$ cat config.mk
export PLATFORM = sky130hd
export DESIGN_NAME = decode_stage_flat
export DESIGN_NICKNAME = d
export VERILOG_FILES = /design/src/rtl/rv32_pkg.sv /design/src/rtl/decode_stage_if.sv /design/src/rtl/decode_logic.sv /design/src/rtl/decode_stage.sv /design/src/flat_wrapper.sv
export SDC_FILE = /design/constraint.sdc
export NUM_CORES = 1
export LEC_CHECK = 0
export ABC_AREA = 0
export BUFFER_PORTS_ARGS = -buffer_cell sky130_fd_sc_hd__buf_2
export CORE_AREA = 2 2 98 100
export CTS_BUF_LIST = sky130_fd_sc_hd__clkbuf_4 sky130_fd_sc_hd__clkbuf_8
export DETAILED_ROUTE_END_ITERATION = 16
export DIE_AREA = 0 0 100 102
export PLACE_DENSITY = 0.71
export SLEW_MARGIN = 5
export SYNTH_ARGS = -nofsm -noshare
export SYNTH_HDL_FRONTEND = slang
export SYNTH_HIERARCHICAL = 1
export SYNTH_SLANG_ARGS = --single-unit
$ cat constraint.sdc
create_clock -name clk_in -period 3.9 [get_ports clk_in]
set_clock_uncertainty 0.2 [all_clocks]
set_input_delay 0.585 -clock clk_in [delete_from_list [all_inputs] [get_ports clk_in]]
set_output_delay 0.585 -clock clk_in [all_outputs]
set_load 0.1 [all_outputs]
$ cat src/rtl/rv32_pkg.sv
// Shared RV32I decode constants: opcodes, funct7 values, immediate/writeback
// encodings and the registered control bundle handed to execute.
package rv32_pkg;

   localparam logic [6:0] OPC_LOAD     = 7'b0000011;
   localparam logic [6:0] OPC_STORE    = 7'b0100011;
   localparam logic [6:0] OPC_OP       = 7'b0110011;
   localparam logic [6:0] OPC_OP_IMM   = 7'b0010011;
   localparam logic [6:0] OPC_LUI      = 7'b0110111;
   localparam logic [6:0] OPC_AUIPC    = 7'b0010111;
   localparam logic [6:0] OPC_JAL      = 7'b1101111;
   localparam logic [6:0] OPC_JALR     = 7'b1100111;
   localparam logic [6:0] OPC_BRANCH   = 7'b1100011;
   localparam logic [6:0] OPC_MISC_MEM = 7'b0001111;
   localparam logic [6:0] OPC_SYSTEM   = 7'b1110011;

   localparam logic [6:0] F7_BASE   = 7'b0000000;
   localparam logic [6:0] F7_ALT    = 7'b0100000;
   localparam logic [6:0] F7_MULDIV = 7'b0000001;

   localparam int unsigned ALU_OP_W = 5;

   typedef enum logic [2:0] {
      IMM_R = 3'b000,
      IMM_I = 3'b001,
      IMM_S = 3'b010,
      IMM_B = 3'b011,
      IMM_U = 3'b100,
      IMM_J = 3'b101
   } imm_type_e;

   typedef enum logic [2:0] {
      WB_ALU    = 3'b000,
      WB_LOAD   = 3'b001,
      WB_IMM    = 3'b010,
      WB_IADDER = 3'b011,
      WB_PC4    = 3'b100
   } wb_sel_e;

   typedef struct packed {
      logic [4:0]          rs1;
      logic [4:0]          rs2;
      logic [4:0]          rd;
      logic [ALU_OP_W-1:0] alu_opcode;
      imm_type_e           imm_type;
      wb_sel_e             wb_mux_sel;
      logic                alu_src;
      logic                iadder_src;
      logic                mem_wr_req;
      logic [1:0]          load_size;
      logic                load_unsigned;
      logic                rf_wr_en;
      logic                branch;
      logic                jump;
      logic                illegal;
   } dec_ctrl_t;

endpackage

$ cat src/rtl/decode_stage_if.sv
// Fetch-side and execute-side handshake plus decoded bundle of the decode stage.
interface decode_stage_if #(
   parameter int unsigned PC_WIDTH = 32
);
   logic                valid_in;
   logic                ready_out;
   logic [31:0]         instr_in;
   logic [PC_WIDTH-1:0] pc_in;
   logic                valid_out;
   logic                ready_in;
   logic [PC_WIDTH-1:0] pc_out;
   logic [4:0]          rs1_addr_out;
   logic [4:0]          rs2_addr_out;
   logic [4:0]          rd_addr_out;
   logic [4:0]          alu_opcode_out;
   logic [2:0]          imm_type_out;
   logic [2:0]          wb_mux_sel_out;
   logic                alu_src_out;
   logic                iadder_src_out;
   logic                mem_wr_req_out;
   logic [1:0]          load_size_out;
   logic                load_unsigned_out;
   logic                rf_wr_en_out;
   logic                branch_out;
   logic                jump_out;
   logic                illegal_out;

   modport slave (
      input  valid_in, instr_in, pc_in, ready_in,
      output ready_out, valid_out, pc_out, rs1_addr_out, rs2_addr_out, rd_addr_out,
             alu_opcode_out, imm_type_out, wb_mux_sel_out, alu_src_out, iadder_src_out,
             mem_wr_req_out, load_size_out, load_unsigned_out, rf_wr_en_out,
             branch_out, jump_out, illegal_out
   );

   modport master (
      output valid_in, instr_in, pc_in, ready_in,
      input  ready_out, valid_out, pc_out, rs1_addr_out, rs2_addr_out, rd_addr_out,
             alu_opcode_out, imm_type_out, wb_mux_sel_out, alu_src_out, iadder_src_out,
             mem_wr_req_out, load_size_out, load_unsigned_out, rf_wr_en_out,
             branch_out, jump_out, illegal_out
   );
endinterface

$ cat src/rtl/decode_logic.sv
// Combinational RV32I(+M) decoder: instruction word to control bundle and
// illegal flag; illegal encodings have every side-effect enable cleared.
module decode_logic
   import rv32_pkg::*;
#(
   parameter bit HAS_M = 1'b0
) (
   input  logic [31:0] instr_i,
   output dec_ctrl_t   ctrl_o
);

   logic [6:0] opc;
   logic [2:0] f3;
   logic [6:0] f7;
   logic       legal;

   assign opc = instr_i[6:0];
   assign f3  = instr_i[14:12];
   assign f7  = instr_i[31:25];

   always_comb begin
      ctrl_o               = '0;
      legal                = 1'b1;
      ctrl_o.rs1           = instr_i[19:15];
      ctrl_o.rs2           = instr_i[24:20];
      ctrl_o.rd            = instr_i[11:7];
      ctrl_o.alu_opcode    = {2'b00, f3};
      ctrl_o.alu_src       = instr_i[5];
      ctrl_o.load_size     = f3[1:0];
      ctrl_o.load_unsigned = f3[2];

      case (opc)
         OPC_LOAD: begin
            ctrl_o.imm_type   = IMM_I;
            ctrl_o.wb_mux_sel = WB_LOAD;
            ctrl_o.iadder_src = 1'b1;
            ctrl_o.rf_wr_en   = 1'b1;
            legal             = (f3 != 3'b011) && (f3[2:1] != 2'b11);
         end
         OPC_STORE: begin
            ctrl_o.imm_type   = IMM_S;
            ctrl_o.iadder_src = 1'b1;
            ctrl_o.mem_wr_req = 1'b1;
            legal             = (f3 < 3'b011);
         end
         OPC_OP: begin
            ctrl_o.imm_type      = IMM_R;
            ctrl_o.wb_mux_sel    = WB_ALU;
            ctrl_o.rf_wr_en      = 1'b1;
            ctrl_o.alu_opcode[4] = HAS_M && (f7 == F7_MULDIV);
            ctrl_o.alu_opcode[3] = f7[5];
            legal = (f7 == F7_BASE)
                 || ((f7 == F7_ALT) && ((f3 == 3'b000) || (f3 == 3'b101)))
                 || (HAS_M && (f7 == F7_MULDIV));
         end
         OPC_OP_IMM: begin
            ctrl_o.imm_type = IMM_I;
            ctrl_o.rf_wr_en = 1'b1;
            // funct7 only carries meaning for the shift-immediate forms
            if (f3 == 3'b101) begin
               ctrl_o.alu_opcode[3] = f7[5];
               legal = (f7 == F7_BASE) || (f7 == F7_ALT);
            end else if (f3 == 3'b001) begin
               legal = (f7 == F7_BASE);
            end
         end
         OPC_LUI: begin
            ctrl_o.imm_type   = IMM_U;
            ctrl_o.wb_mux_sel = WB_IMM;
            ctrl_o.rf_wr_en   = 1'b1;
         end
         OPC_AUIPC: begin
            ctrl_o.imm_type   = IMM_U;
            ctrl_o.wb_mux_sel = WB_IADDER;
            ctrl_o.rf_wr_en   = 1'b1;
         end
         OPC_JAL: begin
            ctrl_o.imm_type   = IMM_J;
            ctrl_o.wb_mux_sel = WB_PC4;
            ctrl_o.rf_wr_en   = 1'b1;
            ctrl_o.jump       = 1'b1;
         end
         OPC_JALR: begin
            ctrl_o.imm_type   = IMM_I;
            ctrl_o.wb_mux_sel = WB_PC4;
            ctrl_o.iadder_src = 1'b1;
            ctrl_o.rf_wr_en   = 1'b1;
            ctrl_o.jump       = 1'b1;
            legal             = (f3 == 3'b000);
         end
         OPC_BRANCH: begin
            ctrl_o.imm_type = IMM_B;
            ctrl_o.branch   = 1'b1;
            legal           = (f3[2:1] != 2'b01);
         end
         OPC_MISC_MEM, OPC_SYSTEM: begin
            ctrl_o.imm_type = IMM_I;
         end
         default: legal = 1'b0;
      endcase

      if ((instr_i == '0) || (instr_i == '1)) legal = 1'b0;

      ctrl_o.illegal = ~legal;
      if (!legal) begin
         ctrl_o.rf_wr_en   = 1'b0;
         ctrl_o.mem_wr_req = 1'b0;
         ctrl_o.branch     = 1'b0;
         ctrl_o.jump       = 1'b0;
      end
   end

endmodule

$ cat src/rtl/decode_stage.sv
// Registered decode stage: one pipeline register with valid/ready on both
// sides, flush that wins over a simultaneous load, and async reset.
module decode_stage
   import rv32_pkg::*;
#(
   parameter int unsigned PC_WIDTH = 32,
   parameter bit          HAS_M    = 1'b0
) (
   input  logic          clk_in,
   input  logic          rst_in,
   input  logic          flush_in,
   decode_stage_if.slave bus
);

   dec_ctrl_t           dec;
   dec_ctrl_t           ctrl_q;
   logic [PC_WIDTH-1:0] pc_q;
   logic                valid_q;
   logic                valid_d;
   logic                ready;
   logic                load;

   decode_logic #(.HAS_M(HAS_M)) u_decode_logic (
      .instr_i (bus.instr_in),
      .ctrl_o  (dec)
   );

   assign ready = ~valid_q | bus.ready_in;
   assign load  = bus.valid_in & ready;

   always_comb begin
      valid_d = valid_q;
      if (flush_in)          valid_d = 1'b0;
      else if (load)         valid_d = 1'b1;
      else if (bus.ready_in) valid_d = 1'b0;
   end

   always_ff @(posedge clk_in or posedge rst_in) begin
      if (rst_in) begin
         valid_q <= 1'b0;
         ctrl_q  <= '0;
         pc_q    <= '0;
      end else begin
         valid_q <= valid_d;
         if (load && !flush_in) begin
            ctrl_q <= dec;
            pc_q   <= bus.pc_in;
         end
      end
   end

   assign bus.ready_out         = ready;
   assign bus.valid_out         = valid_q;
   assign bus.pc_out            = pc_q;
   assign bus.rs1_addr_out      = ctrl_q.rs1;
   assign bus.rs2_addr_out      = ctrl_q.rs2;
   assign bus.rd_addr_out       = ctrl_q.rd;
   assign bus.alu_opcode_out    = ctrl_q.alu_opcode;
   assign bus.imm_type_out      = ctrl_q.imm_type;
   assign bus.wb_mux_sel_out    = ctrl_q.wb_mux_sel;
   assign bus.alu_src_out       = ctrl_q.alu_src;
   assign bus.iadder_src_out    = ctrl_q.iadder_src;
   assign bus.mem_wr_req_out    = ctrl_q.mem_wr_req;
   assign bus.load_size_out     = ctrl_q.load_size;
   assign bus.load_unsigned_out = ctrl_q.load_unsigned;
   assign bus.rf_wr_en_out      = ctrl_q.rf_wr_en;
   assign bus.branch_out        = ctrl_q.branch;
   assign bus.jump_out          = ctrl_q.jump;
   assign bus.illegal_out       = ctrl_q.illegal;

endmodule

$ cat src/flat_wrapper.sv
// flat-port wrapper written by rule: the top's interface ports become plain ports
module decode_stage_flat import rv32_pkg::*;
#(
   parameter int unsigned PC_WIDTH = 32,
   parameter bit          HAS_M    = 1'b0
)
  (clk_in, rst_in, flush_in, bus_valid_in, bus_instr_in, bus_pc_in, bus_ready_in, bus_ready_out, bus_valid_out, bus_pc_out, bus_rs1_addr_out, bus_rs2_addr_out, bus_rd_addr_out, bus_alu_opcode_out, bus_imm_type_out, bus_wb_mux_sel_out, bus_alu_src_out, bus_iadder_src_out, bus_mem_wr_req_out, bus_load_size_out, bus_load_unsigned_out, bus_rf_wr_en_out, bus_branch_out, bus_jump_out, bus_illegal_out);
  decode_stage_if #(.PC_WIDTH(PC_WIDTH)) bus_i ();
  input  logic clk_in;
  input  logic rst_in;
  input  logic flush_in;
  input wire logic [$bits(bus_i.valid_in)-1:0] bus_valid_in;
  input wire logic [$bits(bus_i.instr_in)-1:0] bus_instr_in;
  input wire logic [$bits(bus_i.pc_in)-1:0] bus_pc_in;
  input wire logic [$bits(bus_i.ready_in)-1:0] bus_ready_in;
  output wire logic [$bits(bus_i.ready_out)-1:0] bus_ready_out;
  output wire logic [$bits(bus_i.valid_out)-1:0] bus_valid_out;
  output wire logic [$bits(bus_i.pc_out)-1:0] bus_pc_out;
  output wire logic [$bits(bus_i.rs1_addr_out)-1:0] bus_rs1_addr_out;
  output wire logic [$bits(bus_i.rs2_addr_out)-1:0] bus_rs2_addr_out;
  output wire logic [$bits(bus_i.rd_addr_out)-1:0] bus_rd_addr_out;
  output wire logic [$bits(bus_i.alu_opcode_out)-1:0] bus_alu_opcode_out;
  output wire logic [$bits(bus_i.imm_type_out)-1:0] bus_imm_type_out;
  output wire logic [$bits(bus_i.wb_mux_sel_out)-1:0] bus_wb_mux_sel_out;
  output wire logic [$bits(bus_i.alu_src_out)-1:0] bus_alu_src_out;
  output wire logic [$bits(bus_i.iadder_src_out)-1:0] bus_iadder_src_out;
  output wire logic [$bits(bus_i.mem_wr_req_out)-1:0] bus_mem_wr_req_out;
  output wire logic [$bits(bus_i.load_size_out)-1:0] bus_load_size_out;
  output wire logic [$bits(bus_i.load_unsigned_out)-1:0] bus_load_unsigned_out;
  output wire logic [$bits(bus_i.rf_wr_en_out)-1:0] bus_rf_wr_en_out;
  output wire logic [$bits(bus_i.branch_out)-1:0] bus_branch_out;
  output wire logic [$bits(bus_i.jump_out)-1:0] bus_jump_out;
  output wire logic [$bits(bus_i.illegal_out)-1:0] bus_illegal_out;
  assign bus_i.valid_in = bus_valid_in;
  assign bus_i.instr_in = bus_instr_in;
  assign bus_i.pc_in = bus_pc_in;
  assign bus_i.ready_in = bus_ready_in;
  assign bus_ready_out = bus_i.ready_out;
  assign bus_valid_out = bus_i.valid_out;
  assign bus_pc_out = bus_i.pc_out;
  assign bus_rs1_addr_out = bus_i.rs1_addr_out;
  assign bus_rs2_addr_out = bus_i.rs2_addr_out;
  assign bus_rd_addr_out = bus_i.rd_addr_out;
  assign bus_alu_opcode_out = bus_i.alu_opcode_out;
  assign bus_imm_type_out = bus_i.imm_type_out;
  assign bus_wb_mux_sel_out = bus_i.wb_mux_sel_out;
  assign bus_alu_src_out = bus_i.alu_src_out;
  assign bus_iadder_src_out = bus_i.iadder_src_out;
  assign bus_mem_wr_req_out = bus_i.mem_wr_req_out;
  assign bus_load_size_out = bus_i.load_size_out;
  assign bus_load_unsigned_out = bus_i.load_unsigned_out;
  assign bus_rf_wr_en_out = bus_i.rf_wr_en_out;
  assign bus_branch_out = bus_i.branch_out;
  assign bus_jump_out = bus_i.jump_out;
  assign bus_illegal_out = bus_i.illegal_out;
  decode_stage #(.PC_WIDTH(PC_WIDTH), .HAS_M(HAS_M)) u_core (.clk_in(clk_in), .rst_in(rst_in), .flush_in(flush_in), .bus(bus_i));
endmodule
==> impl_metrics.csv, run 1 <==
group,metric,value,unit
timing,timing_hold_violations_final,0,
critical_path,rrSetupSlack,1770,ps
cells_and_area,num-fill-cells,879,
critical_path,end_kind,"flop",
timing,slew_headroom,44.2,%
clock_network,post_cts_buffers,0,
place,dp_hpwl,4970,um
clock_network,cts_resized,0,
floorplan,io_pins,139,
drt,vias,2271,
timing,setup_viol,0,
drt,first_pass_iters,4,
clock_network,cts_buffers,9,
run_status,outcome,"completed",
cells_and_area,drive_gt1_share,57.9,%
power,p_per_area,652,nW/um^2
clock_network,clk_latency,330,ps
min_path,min_path_type,"primary input to async pin",
logic_synthesis,async_flop_share,100,%
timing,maxSlewViolCount,0,
power,irDropWorstVdd,0.000342,V
cells_and_area,antennaDiodeCount,0,
timing,layout_min_cycle_time,2130,ps
timing,fin_crit_sh,54.6,%
logic_synthesis,syn_nets,310,
logic_synthesis,synth-seq-cells,69,
floorplan,start_util,34.6,%
floorplan,fp.dieW,100,um
global_routing,grtUsageTotal,13.4,%
drt,vias_per_cell,4.79,
global_routing,grt_pass1_vias,2260,
clock_network,clock_path_buffers,2,
logic_synthesis,synth_edf_count,0,
drt,drc,0,
run,drv_cap,0,
cells_and_area,multi_input_area,1160,sq um
logic_synthesis,ys.flop_type,"dfrtp_1",
critical_path,cp_max_fo,68,
critical_path,cp.arrival,2140,ps
logic_synthesis,ys.warnings.count,6,
power,power.leakage,1.95,nW
global_routing,grt.overflow.total,0,
drt,drt-total-wl,6930,um
cells_and_area,register_area,1730,sq um
cells_and_area,area_growth,26.3,%
floorplan,num_rows,35,
floorplan,die_h,102,um
logic_synthesis,synth_cell_types,33,
logic_synthesis,syn_inst,241,
global_routing,grt_max_degree,69,
floorplan,dieArea,10200,sq um
global_routing,grt_first_pass_wirelength,10800,um
clock_network,hold_buffers,0,
place,portBuffers,138,
cells_and_area,finalNetCount,427,
clock_network,clk_pin_slew,80,ps
clock_network,cts_tree,"built",
clock_network,cts_num_sinks,69,
global_routing,antenna_found_initial,0,
place,post_dp_cell_area,3750,sq um
drt,first_iter_violations,80,
logic_synthesis,synth_area_per_cell,13.1,sq um
place,gp_congestion,0.801,
critical_path,cp.required,3910,ps
timing,worstMarginPinSlew,837,ps
logic_synthesis,seq_area_frac_synth,54.8,%
clock_network,clock-root-buffer,"clkbuf_8",
drt,drt-wirelength-per-cell,14.6,um
cells_and_area,stdcell_area,3980,sq um
floorplan,core_area,9110,sq um
logic_synthesis,synth_area,3150,sq um
timing,tns,0,ps
drt,drtAntennaViolNets,0,
critical_path,start_kind,"flop",
timing,fmaxAchievable,469,MHz
timing,grt_setup_unrepaired,"false",
critical_path,worstSetupPathType,"flop to flop",
clock_network,htreeDepth,3,
-- cell usage in the layout, fill, tap and decap left out, drive strengths merged, types with 2 or more instances in the layout --
cell	count
and3	2
nand4	2
nor2	12
and2	3
buf	140
o22ai	2
mux2	68
nor3b	3
and3b	2
nand2	8
dfrtp	69
nor2b	7
clkinvlp	2
clkbuf	11
inv	4
bufinv	2
o21ai	4
a21oi	6
nor4	3
-- cell usage after synthesis, types with 3 or more instances --
cell | count | area share (%)
nor2b_1 | 6 | 1.2
o21ai_0 | 4 | 0.64
buf_2 | 5 | 0.79
mux2_2 | 48 | 17
and2_1 | 3 | 0.60
a21oi_1 | 6 | 0.95
mux2_1 | 20 | 7.1
nor4_1 | 3 | 0.60
inv_1 | 4 | 0.48
buf_4 | 27 | 6.4
dfrtp_1 | 69 | 55
nor2_1 | 12 | 1.4
nand2_1 | 8 | 0.95
-- worst paths after layout --
path | start | end | cells past startpoint
max in group asynchronous | rst_in | u_core/bus.rs2_addr_out[2] | 3
min in group clk_in | flush_in | u_core/bus.valid_out | 2
worst max register to register | u_core/bus.valid_out | u_core/bus.rd_addr_out[0] | 4
worst min register to register | u_core/bus.pc_out[10] | u_core/bus.pc_out[10] | 1
worst max-delay path | u_core/bus.valid_out | u_core/bus.rd_addr_out[0] | 4
worst min-delay path | rst_in | u_core/bus.pc_out[25] | 2
-- metrics by stage --
stage                     power (W)  cells  hold WS (ps)  setup slack, ps  utilization [%]
final                       0.00259    474           124             1770             43.7
after floorplan             0.00178    241           451             1380                -
after detailed placement    0.00196    458           269             1510             41.2
after global placement      0.00194    458           265             1500             41.2
after global routing        0.00270    474           169             1660             43.7
after CTS                   0.00263    474           138             1740             43.7
-- critical path, stage by stage, from the launching register on --
cell and delay, ps:
dfrtp_1 380, nor2b_4 140, nor3b_4 150, buf_4 680
mux2_2 420
-- area by class of cell --
type                    instances  area share [%]
clock buffers                  11            3.65
clock inverters                 5            2.11
inverters                       4           0.377
multi-input cells             134            29.3
flip-flops and latches         69            43.4
well taps                     111            3.49
repair buffers                140            17.7
-- routing by layer --
| layer | global-route usage [%] | share of wire [%] | up-vias |
|---|---|---|---|
| li1 | - | - | 1051 |
| met1 | 16.6 | 41 | 1112 |
| met2 | 22.3 | 50 | 98 |
| met3 | 3.83 | 7.6 | 10 |
| met4 | 5.27 | 1.5 | 0 |
| met5 | 0 | 0 | - |
-- logic make-up after synthesis --
family          share of synthesized area [%]
other cells                             0.119
buf+inv                                  8.42
mux                                      24.3
flops                                    54.8
compound gates                           4.05
simple gates                             8.30
-- power breakdown --
group / internal (W) / switching [W]
registers: 0.000815 / 0.0000473
logic: 0.000180 / 0.000894
clock network: 0.000386 / 0.000272
-- flip-flops by register name (all words and copies together), names as in the netlist --
signal	count
u_core/bus.jump_out	1
u_core/bus.imm_type_out	3
u_core/bus.rd_addr_out	5
u_core/bus.rs1_addr_out	5
u_core/bus.iadder_src_out	1
u_core/bus.load_unsigned_out	1
u_core/bus.rs2_addr_out	5
u_core/bus.alu_opcode_out	5
u_core/bus.pc_out	32
u_core/bus.mem_wr_req_out	1
u_core/bus.illegal_out	1
u_core/bus.wb_mux_sel_out	3
u_core/bus.alu_src_out	1
u_core/bus.valid_out	1
u_core/bus.rf_wr_en_out	1
u_core/bus.load_size_out	2
u_core/bus.branch_out	1
(Power assumes the default switching activity.)
==> run 2, diff against run 1 <==
Settings changed: PLACE_DENSITY 0.71 to 0.73.
Clock period 3.9 ns to 1.8 ns, I/O delays scaled along.
==> run 2 against run 1 <==
Compared with the run above: the flow now finishes with violations (setup timing); flip-flop and latch count is the same; via count grew 9.9%; worst hold slack lost 39 ps; register-to-register slack lost 1800 ps; cell count grew 15%; global-route usage grew 1.9 points; clock-buffer cell count shrank 1; non-clock buffer count grew 73.
==> impl_metrics.csv, run 2 (synthesis results as in run 1) <==
group,metric,value,unit
run_status,outcome,"finished, violations left",
run_status,violations,"setup timing",
drt,drc,0,
cells_and_area,area_growth,51.3,%
drt,drtAntennaViolNets,0,
run,drv_cap,0,
cells_and_area,final_cell_mix,"buf_2, dfrtp_1, dlygate4sd3_1, mux2_2, buf_4",
clock_network,htreeDepth,3,
timing,maxSlewViolCount,0,
clock_network,cts_num_sinks,69,
drt,first_pass_iters,4,
clock_network,clock_path_buffers,2,
global_routing,grt_pass1_vias,2523,
global_routing,grt_max_degree,70,
clock_network,clk_pin_slew,80,ps
place,post_dp_cell_area,3980,sq um
floorplan,dieArea,10200,sq um
drt,drt-wirelength-per-cell,14.5,um
global_routing,grtUsageTotal,15.3,%
clock_network,clock-root-buffer,"clkbuf_8",
power,irDropWorstVdd,0.000735,V
clock_network,cts_buffers,9,
place,dp_hpwl,5130,um
cells_and_area,layoutNonFillerInstCount,547,
cells_and_area,drive_gt1_share,54.1,%
floorplan,die_h,102,um
timing,setup_slack,-29.2,ps
power,power.leakage,2.32,nW
cells_and_area,stdcell_area,4770,sq um
clock_network,cts_tree,"built",
cells_and_area,largest_reg_flops,32,
cells_and_area,layout.cells.most_common,"buf_2",
critical_path,cp.required,1810,ps
critical_path,worstSetupPathType,"flop to flop",
timing,grt_setup_unrepaired,"true",
place,portBuffers,138,
drt,drt-total-wl,7920,um
cells_and_area,finalNetCount,500,
timing,layout_min_cycle_time,1830,ps
timing,fmaxAchievable,547,MHz
critical_path,end_kind,"flop",
critical_path,cp_max_fo,23,
timing,timing_hold_violations_final,0,
global_routing,grt.overflow.total,0,
min_path,min_path_type,"primary input to flop",
critical_path,cp.arrival,1840,ps
cells_and_area,antennaDiodeCount,0,
critical_path,start_kind,"flop",
timing,fin_crit_sh,102,%
floorplan,fp.dieW,100,um
place,dp.cells,480,
place,gp_congestion,0.845,
clock_network,clk_latency,340,ps
drt,vias,2496,
power,p_per_area,1230,nW/um^2
floorplan,num_rows,35,
timing,setup_viol,37,
drt,vias_per_cell,4.56,
floorplan,start_util,34.6,%
drt,first_iter_violations,70,
floorplan,core_area,9110,sq um
global_routing,antenna_found_initial,0,
floorplan,io_pins,139,
global_routing,grt_first_pass_wirelength,12100,um
-- run 2: changes by cell type in the layout (fill, tap and decap cells not counted), moves of 2 or more --
cell,change
mux2_4,+2
dlygate4sd3_1,+49
buf_12,+5
buf_4,+18
-- run 2: routing by layer --
metal  track usage (%)  vias to the layer above  routed length [um]
met2              26.5                      109                4050
met1              17.6                     1163                3090
li1                  -                     1205                   -
met5                 0                        -                   0
met3              4.31                       19                 593
met4              7.59                        0                 182
-- run 2: worst paths after layout --
check / to / slack, ps / start / cells past startpoint
worst max-delay path: u_core/bus.pc_out[1] / -30 / u_core/bus.valid_out / 5
max in group asynchronous: u_core/bus.valid_out / 700 / rst_in / 4
worst max register to register: u_core/bus.pc_out[1] / -30 / u_core/bus.valid_out / 5
min in group asynchronous: u_core/bus.pc_out[5] / 390 / rst_in / 4
worst min register to register: u_core/bus.pc_out[20] / 290 / u_core/bus.pc_out[20] / 1
worst min-delay path: u_core/bus.alu_src_out / 90 / bus_instr_in[5] / 2
-- run 2: power by group --
group,internal (W),switching (W)
sequential,0.00177,0.000102
combinational,0.000512,0.00197
clock,0.000936,0.000576
-- run 2: worst max-delay path, stage by stage, from the launching register on --
cell and delay, ps:
dfrtp_4 480, nor2b_4 140, nor3b_4 210, buf_6 150, buf_12 160, mux2_2 360
-- run 2: stage by stage --
step | power (W) | TNS, ps | setup WS, ps | util (%) | hold slack [ps]
2_1_floorplan | 0.00387 | -9460 | -202 | - | 133
3_3_place_gp | 0.00425 | -1040 | -292 | 43.7 | 195
3_5_place_dp | 0.00428 | -2740 | -298 | 43.7 | 207
4_1_cts | 0.00592 | -3810 | -74.7 | 51.7 | 63.1
5_1_grt | 0.00612 | -4260 | -85.3 | 52.3 | 75.0
6_report | 0.00587 | -545 | -29.2 | 52.3 | 85.4
-- run 2: final cells by class --
class                   instances  area [sq um]
flip-flops and latches         69          1730
repair buffers                213          1460
clock inverters                 6           111
well taps                     111           139
fillers                       780          4340
clock buffers                  10           131
multi-input cells             134          1170
inverters                       4          18.8
-- run 2: timing repair --
item / in CTS / in global routing
endpoints found under the hold margin: 117 / 0
cloned: 0 / 1
setup endpoints to repair: 68 / 68
pin swaps: 0 / 0
gates resized for setup: 0 / 6
setup buffers: 0 / 1
hold buffers: 49 / 0
==> run 3, diff against run 2 <==
Settings changed: REMOVE_ABC_BUFFERS set to 1, SKIP_CTS_REPAIR_TIMING set to 1.
==> run 3 against run 2 <==
Compared with the run above: the flow now finishes without violations; global-route usage is 1.8 points lower; critical path type unchanged; die area unchanged; flip-flop and latch count unchanged; non-clock buffer count unchanged; via count rose by 1.1%; worst hold slack got worse by 29 ps; final area fell by 1.2%; maximum frequency rose by 4.1%; largest cell class unchanged; critical endpoint is now u_core/bus.rd_addr_out[2]; total power is 1.2% lower.
==> impl_metrics.csv, run 3 (synthesis results as in run 1) <==
group,metric,value,unit
cells_and_area,drive_gt1_share,53.4,%
clock_network,clock-root-buffer,"clkbuf_8",
cells_and_area,num-fill-cells,802,
critical_path,cp_top_family,"flip-flops",
floorplan,die_h,102,um
drt,drtAntennaViolNets,0,
drt,vias,2524,
timing,worstMarginPinSlew,515,ps
critical_path,start_kind,"flop",
cells_and_area,area_growth,49.4,%
drt,vias_per_cell,4.61,
global_routing,grt_first_pass_wirelength,10800,um
critical_path,max_stage_delay,380,ps
power,irDropWorstVdd,0.000944,V
floorplan,core_area,9110,sq um
floorplan,io_pins,139,
clock_network,cts_buffers,9,
clock_network,clock_path_buffers,2,
critical_path,worstSetupPathType,"flop to flop",
critical_path,crit_chain,"nor2b_4 > nor3b_4 > buf_6 > buf_12 > mux2_2",
drt,drc,0,
timing,fin_crit_sh,97.6,%
cells_and_area,final_util,51.7,%
drt,drt-total-wl,7960,um
global_routing,grt.overflow.total,0,
timing,maxSlewViolCount,0,
critical_path,end_kind,"flop",
cells_and_area,finalNetCount,500,
place,gp_congestion,0.795,
clock_network,htreeDepth,3,
drt,drt-wirelength-per-cell,14.5,um
min_path,worstHoldStart,"bus_instr_in[14]",
critical_path,cp_max_fo,30,
power,p_per_area,1230,nW/um^2
clock_network,cts_num_sinks,69,
place,dp_hpwl,5160,um
clock_network,clk_latency,340,ps
place,portBuffers,138,
drt,first_pass_iters,4,
floorplan,num_rows,35,
timing,grt_setup_unrepaired,"true",
global_routing,antenna_found_initial,0,
timing,layout_min_cycle_time,1760,ps
floorplan,dieArea,10200,sq um
timing,timing_hold_violations_final,0,
run,drv_cap,0,
floorplan,fp.dieW,100,um
critical_path,crit_start,"u_core/bus.valid_out",
timing,setup_viol,0,
clock_network,clk_pin_slew,80,ps
critical_path,cp.arrival,1780,ps
global_routing,grt_max_degree,39,
critical_path,slowest_stage,"dfrtp_1",
critical_path,path_buf_inv,2,
global_routing,grt_pass1_vias,2297,
drt,first_iter_violations,36,
clock_network,cts_tree,"built",
min_path,min_path_type,"primary input to flop",
cells_and_area,largest_reg_flops,32,
power,p_total,0.00580,W
cells_and_area,antennaDiodeCount,0,
timing,fmaxAchievable,569,MHz
global_routing,grtUsageTotal,13.5,%
critical_path,cp.required,1820,ps
timing,slew_headroom,65.9,%
floorplan,start_util,34.6,%
cells_and_area,final_cell_mix,"buf_2, dfrtp_1, dlygate4sd3_1, mux2_2, buf_4",
cells_and_area,layout.cells.most_common,"buf_2",
run_status,outcome,"completed",
critical_path,r2r_start,"u_core/bus.valid_out",
power,power.leakage,2.29,nW
-- run 3: cell type report --
class                           count  area, sq um  share of cell area (%)
Tap cell                          111          139                    2.95
Sequential cell                    69         1730                    36.7
Clock buffer                       11          151                    3.22
Clock inverter                      5         82.6                    1.75
Timing Repair Buffer              213         1430                    30.3
Inverter                            4         15.0                   0.319
Multi-Input combinational cell    134         1160                    24.7
-- run 3: path summary, 6_finish.rpt --
check / end / slack [ps] / cells past startpoint
min in group asynchronous: u_core/bus.rd_addr_out[4] / 370 / 4
hold / removal: u_core/bus.alu_opcode_out[2] / 60 / 2
max in group asynchronous: u_core/bus.pc_out[12] / 650 / 4
setup reg to reg: u_core/bus.rd_addr_out[2] / 40 / 5
hold reg to reg: u_core/bus.pc_out[26] / 280 / 1
setup / recovery: u_core/bus.rd_addr_out[2] / 40 / 5
-- run 3: metrics by stage --
stage	setup WS, ps	hold WS, ps	setup TNS, ps	instances	instance area (sq um)
2_1_floorplan	-2670	136	-208510	207	2900
3_3_place_gp	-291	174	-552	478	3930
3_5_place_dp	-311	185	-582	478	3930
4_1_cts	-4.35	-192	-4.35	494	4160
5_1_grt	-26.0	44.1	-312	547	4710
6_report	42.7	56.2	0	547	4710
-- run 3: layer usage --
metal / track usage, % / vias to the layer above / share of wire, %
met5: 0 / - / 0
met4: 3.79 / 0 / 0.69
met3: 5.88 / 6 / 7.4
met2: 21.5 / 91 / 50
met1: 16.9 / 1234 / 42
li1: - / 1193 / -
-- run 3: power breakdown --
group / internal, W / switching, W
clock network: 0.000856 / 0.000600
registers: 0.00177 / 0.000112
logic: 0.000497 / 0.00196
